`src/rtl/mul_axis_pkg.sv`:
```
// Shared types and constants for the multiplier AXI4-Stream transmitter.
package mul_axis_pkg;

    localparam int unsigned DATA_W      = 16;
    localparam int unsigned PIPE_LAT    = 3;
    localparam int unsigned DEF_DEPTH   = 4;
    localparam int unsigned DEF_PKT_LEN = 8;

    typedef logic [DATA_W-1:0] prod_t;

    // Counter width that stays at least one bit for a range of 1.
    function automatic int unsigned clog2_min1(input int unsigned v);
        return (v > 1) ? $clog2(v) : 1;
    endfunction

endpackage

```
`src/rtl/mul_axis_fifo.sv`:
```
// First-word-fall-through synchronous FIFO; head entry is visible on rdata while not empty.
module mul_axis_fifo #(
    parameter int unsigned DEPTH  = 4,
    parameter int unsigned DATA_W = mul_axis_pkg::DATA_W,
    localparam int unsigned PTR_W = $clog2(DEPTH),
    localparam int unsigned CNT_W = $clog2(DEPTH) + 1
) (
    input  logic              clk,
    input  logic              rst_n,
    input  logic              push,
    input  logic [DATA_W-1:0] wdata,
    input  logic              pop,
    output logic [DATA_W-1:0] rdata,
    output logic              full,
    output logic              empty,
    output logic [CNT_W-1:0]  count
);

    logic [DATA_W-1:0] mem_q [DEPTH];
    logic [PTR_W-1:0]  rd_ptr_q, wr_ptr_q;
    logic [CNT_W-1:0]  count_q, count_d;
    logic              do_push, do_pop;

    assign full    = (count_q == CNT_W'(DEPTH));
    assign empty   = (count_q == '0);
    assign count   = count_q;
    assign rdata   = mem_q[rd_ptr_q];
    assign do_pop  = pop && !empty;
    // A full FIFO still accepts a write when the head leaves on the same edge.
    assign do_push = push && (!full || do_pop);

    always_comb begin
        count_d = count_q;
        unique case ({do_push, do_pop})
            2'b10:   count_d = count_q + 1'b1;
            2'b01:   count_d = count_q - 1'b1;
            default: count_d = count_q;
        endcase
    end

    always_ff @(posedge clk or negedge rst_n) begin
        if (!rst_n) begin
            for (int i = 0; i < int'(DEPTH); i++) mem_q[i] <= '0;
            rd_ptr_q <= '0;
            wr_ptr_q <= '0;
            count_q  <= '0;
        end else begin
            if (do_push) begin
                mem_q[wr_ptr_q] <= wdata;
                wr_ptr_q        <= wr_ptr_q + 1'b1;
            end
            if (do_pop) rd_ptr_q <= rd_ptr_q + 1'b1;
            count_q <= count_d;
        end
    end

endmodule

```
`src/rtl/mul_axis_tx.sv`:
```
// Multiplier output transmitter: FIFO buffering, credit-based issue control, fixed-length
// AXI4-Stream packets. Define MUL_AXIS_TX_STATS_EN to add beat/packet statistics outputs.
module mul_axis_tx
    import mul_axis_pkg::*;
#(
    parameter int unsigned DEPTH   = DEF_DEPTH,
    parameter int unsigned PKT_LEN = DEF_PKT_LEN
) (
    input  logic        clk,
    input  logic        rst_n,
    input  logic        issue_i,
    output logic        issue_ok_o,
    input  logic        mul_valid_i,
    input  prod_t       mul_p_i,
    output logic        m_axis_tvalid,
    input  logic        m_axis_tready,
    output prod_t       m_axis_tdata,
    output logic        m_axis_tlast,
`ifdef MUL_AXIS_TX_STATS_EN
    output logic [31:0] beat_cnt_o,
    output logic [15:0] pkt_cnt_o,
`endif
    output logic        err_o
);

    localparam int unsigned CNT_W  = $clog2(DEPTH) + 1;
    localparam int unsigned SUM_W  = CNT_W + 1;
    localparam int unsigned BEAT_W = clog2_min1(PKT_LEN);
    localparam logic [BEAT_W-1:0] LAST_BEAT = BEAT_W'(PKT_LEN - 1);

    logic [CNT_W-1:0]  fifo_count, inflight_q, inflight_d;
    logic [BEAT_W-1:0] beat_q, beat_d;
    logic              fifo_full, fifo_empty, pop, last_beat;
    logic              err_q, err_d;
    logic [SUM_W-1:0]  occupancy;

    mul_axis_fifo #(
        .DEPTH  (DEPTH),
        .DATA_W (DATA_W)
    ) u_fifo (
        .clk   (clk),
        .rst_n (rst_n),
        .push  (mul_valid_i),
        .wdata (mul_p_i),
        .pop   (pop),
        .rdata (m_axis_tdata),
        .full  (fifo_full),
        .empty (fifo_empty),
        .count (fifo_count)
    );

    assign m_axis_tvalid = !fifo_empty;
    assign pop           = m_axis_tvalid && m_axis_tready;
    assign last_beat     = (beat_q == LAST_BEAT);
    // Gated by tvalid so tlast reads 0 out of reset even when PKT_LEN is 1.
    assign m_axis_tlast  = m_axis_tvalid && last_beat;
    // Every issued-but-unreturned product plus every buffered one must fit in the FIFO.
    assign occupancy     = SUM_W'(fifo_count) + SUM_W'(inflight_q);
    assign issue_ok_o    = (occupancy < SUM_W'(DEPTH));
    assign err_o         = err_q;

    always_comb begin
        inflight_d = inflight_q;
        if (issue_i && !mul_valid_i) begin
            inflight_d = inflight_q + 1'b1;
        end else if (!issue_i && mul_valid_i && (inflight_q != '0)) begin
            inflight_d = inflight_q - 1'b1;
        end

        beat_d = beat_q;
        if (pop) beat_d = last_beat ? '0 : beat_q + 1'b1;

        err_d = err_q;
        if (mul_valid_i && (inflight_q == '0)) err_d = 1'b1;
        if (mul_valid_i && fifo_full && !pop)  err_d = 1'b1;
    end

    always_ff @(posedge clk or negedge rst_n) begin
        if (!rst_n) begin
            inflight_q <= '0;
            beat_q     <= '0;
            err_q      <= 1'b0;
        end else begin
            inflight_q <= inflight_d;
            beat_q     <= beat_d;
            err_q      <= err_d;
        end
    end

`ifdef MUL_AXIS_TX_STATS_EN
    logic [31:0] beat_total_q;
    logic [15:0] pkt_total_q;

    always_ff @(posedge clk or negedge rst_n) begin
        if (!rst_n) begin
            beat_total_q <= '0;
            pkt_total_q  <= '0;
        end else if (pop) begin
            beat_total_q <= beat_total_q + 1'b1;
            if (last_beat) pkt_total_q <= pkt_total_q + 1'b1;
        end
    end

    assign beat_cnt_o = beat_total_q;
    assign pkt_cnt_o  = pkt_total_q;
`else
    // Statistics disabled: no counters are built.
`endif

endmodule

```
`config.mk`:
```
export PLATFORM = sky130hd
export DESIGN_NAME = mul_axis_tx
export DESIGN_NICKNAME = d
export VERILOG_FILES = /design/src/rtl/mul_axis_pkg.sv /design/src/rtl/mul_axis_fifo.sv /design/src/rtl/mul_axis_tx.sv
export SDC_FILE = /design/constraint.sdc
export NUM_CORES = 1
export LEC_CHECK = 0
export CAP_MARGIN = 5
export CORE_MARGIN = 4
export CORE_UTILIZATION = 60
export DETAILED_ROUTE_END_ITERATION = 6
export PLACE_DENSITY = 0.91
export SETUP_SLACK_MARGIN = 0.1
export SLEW_MARGIN = 20
export SYNTH_ARGS = -nofsm -noshare
export SYNTH_HDL_FRONTEND = slang
export SYNTH_HIERARCHICAL = 1
export SYNTH_SLANG_ARGS = --single-unit
export TNS_END_PERCENT = 20
```
`constraint.sdc`:
```
create_clock -name clk -period 5.1 [get_ports clk]
set_input_delay 1.02 -clock clk [delete_from_list [all_inputs] [get_ports clk]]
set_output_delay 1.02 -clock clk [all_outputs]
set_load 0.005 [all_outputs]
```
==> metrics.txt <==
status finished, final reports clean; Core Util, Final approximately three quarters; share of cells above drive strength 1 a little under two fifths; PD cells 667.8 nW/um^2; Clock Skews 0.008742 ns; crit-path max FO 13; routed vias/inst ~5.9; EDFF count, synth 0; grt ovf 0; Area contributors post-synth dfrtp_1, mux2_2, mux4_2; first-pass GRT wire length 11,710 um; synth cell count leaders dfrtp_1, mux2_2, mux4_2; top-area cell type share of the netlist area 51.84%; largest net degree at the start of global routing 79; critical path startpoint m_axis_tready; ys flop type dfrtp_1; hold slack 0.4889 ns; fmax 0.3110 GHz; n_diodes 0; Max Cap Viol 0; CTS buffer count 9; final setup fails 0; vias in the first global route roughly 2,400; die width 87.22 um; Initial DRC Count 102; CTS sink cnt 78; mean post-synth cell area 14.76 um^2; Clock Path Buffers 2; synth unique cells 41; sequential fraction of the synthesis area roughly 52%; net switching power 922.7 uW; final hold violations 0; Placement Cell Area approximately 4200 um^2; area of the multi-input gates 1705 um^2; worst-margin pin slew 0.9573 ns; Final nets 326; core region area 5991 um^2; drt total wl 6955 um; antenna viol nets, final 0; crit-path cells clkdlybuf4s50_1 > nand2b_1 > inv_1 > nand2b_1 > or2_2 > fa_1 > o21ba_2 > o211ai_1 > a22oi_1; clock root cell clkbuf_8; FF/Latch Area 1953 um^2; Critical Path RT around 5.4 ns; H-tree level count 3; PortBufs 40; type of origin of the critical path input port; Site Rows 28; cts hold-fix bufs 0; Synth area leader dfrtp_1; Ports 41; top-count cell post-synth dfrtp_1; initial antenna violation count 0; RSZ-0062 raised after global routing no; CP endpoint kind register; routed via count around 2,200; Initial Util 62.84%; minimum clock period 3.216 ns; Post-CTS Setup Bufs 0; post-CTS resize count 0; HPWL after DPL ~4600 um; HP Class register to register; cells after synthesis 255; Critical path buffers and inverters 2; Seq cells post-synth 78; GRT Util Overall 20.17%; switching part of the total 31.59%; most used cell along the critical path nand2b_1; CP Class input port to register; Layout area overhead 16.18%; clock slew at reported path FFs 0.08 ns; Max rail drop VDD 0.3266 mV; Slew Viols, Final 0; CP top delay family buffers and inverters; CTS tree built; P_int 1.998 mW; hold_sp err_o$_DFFE_PN0P_; Post-Syn Nets 286; sequential fraction of design power slightly above 40%; setup TNS 0 ns; Final period util 63.05%; clock power share 15.9%; WL/cell around 19 um; final instance area 4374 um^2; GP Congestion 0.8166; arrival time worst endpoint between 3 and 4 ns; die height 87.22 um; Worst path slowest cell clkdlybuf4s50_1; area of the mapped netlist around 3800 um^2; Ys Warns 6; # fillers approximately 370; CP peak stage delay 0.47 ns; die area 7606 um^2; combinational share of power a little over two fifths; Slew HR 36.18%; asr flop ratio synth between 90% and 100%; latest clock arrival within the worst-skew pair 0.35 ns; Lkg Pwr between 1.5 and 2 nW; DRT Pass-1 Iters 4; reg2reg start u_fifo/count[1]$_DFFE_PN0P_; DR DRC count 0
[routing by layer]
layer,global-route usage [%],wire [um],vias up
li1,-,-,1003
met1,25.63,2958,1151
met2,34.71,3615,55
met3,3.311,260,12
met4,7.810,120,0
met5,0,0,-
[power by group through the flow]
stage / Sequential [mW] / Combinational [mW] / Clock, mW
floorplan: 1.07 / 0.903 / 0
global placement: 1.18 / 1.21 / 0
detailed placement: 1.21 / 1.27 / 0
CTS: 1.20 / 1.27 / 0.470
global route: 1.25 / 1.36 / 0.494
finish: 1.20 / 1.26 / 0.463
[logic make-up (layout without fill, tap and decap cells)]
group	Yosys count	after routing	share of synthesized area (%)
multiplexers	84	84	29.88
flip-flops	78	78	51.84
AND/OR/NAND/NOR	44	44	7.378
buffers and inverters	18	63	2.858
AO/OA/AOI/OAI	16	16	3.157
adder cells (fa/ha/maj)	10	10	3.722
XOR/XNOR	5	5	1.163
[cell type report]
class / instances / area share (%)
sequential: 78 / 44.65
multi-input combinational: 159 / 38.99
timing repair buffer: 40 / 9.096
clock buffer: 9 / 2.832
tap: 75 / 2.145
clock inverter: 7 / 1.688
inverter: 7 / 0.6007
[metrics by stage]
step                      power, mW  setup WS, ns  cells
after floorplan               1.975         2.146    255
after global placement        2.396         1.669    359
after detailed placement      2.480         1.576    359
after CTS                     2.945         1.482    375
after global routing          3.106         1.764    375
final                         2.921         1.884    375
[state kept, by name, indices dropped and copies added (netlist names)]
| signal | cells |
|---|---|
| u_fifo/count | 3 |
| u_fifo/mem_q | 64 |
| beat_q | 3 |
| err_o | 1 |
| u_fifo/wr_ptr_q | 2 |
| u_fifo/rd_ptr_q | 2 |
| inflight_q | 3 |
[path summary, 6_finish.rpt]
check	slack (ns)	cells past startpoint	endpoint
worst max register to register	2.10	9	u_fifo/count[1]$_DFFE_PN0P_
max in group asynchronous	3.61	1	u_fifo/rd_ptr_q[0]$_DFFE_PN0N_
worst min register to register	0.49	1	err_o$_DFFE_PN0P_
min in group asynchronous	0.80	1	u_fifo/mem_q[49]$_DFFE_PN0P_
worst min-delay path	0.49	1	err_o$_DFFE_PN0P_
worst max-delay path	1.88	9	u_fifo/count[1]$_DFFE_PN0P_
[placed cells by master, fill, tap and decap left out, types with 3 or more instances in the layout]
master           netlist  final
clkdlybuf4s50_1        0     39
nand2_1               11     11
inv_1                  7      7
clkbuf_8               0      9
mux2_2                67     67
xnor2_1                3      3
clkinvlp_4             0      4
o21ai_0                3      3
nor2_2                 4      4
o211ai_1               3      3
ha_1                   8      8
mux4_2                16     16
nand3_1                3      3
dfrtp_1               78     77
nor2_1                 4      4
nand2b_1               4      4
No activity file was read; power rests on OpenSTA's default activity.
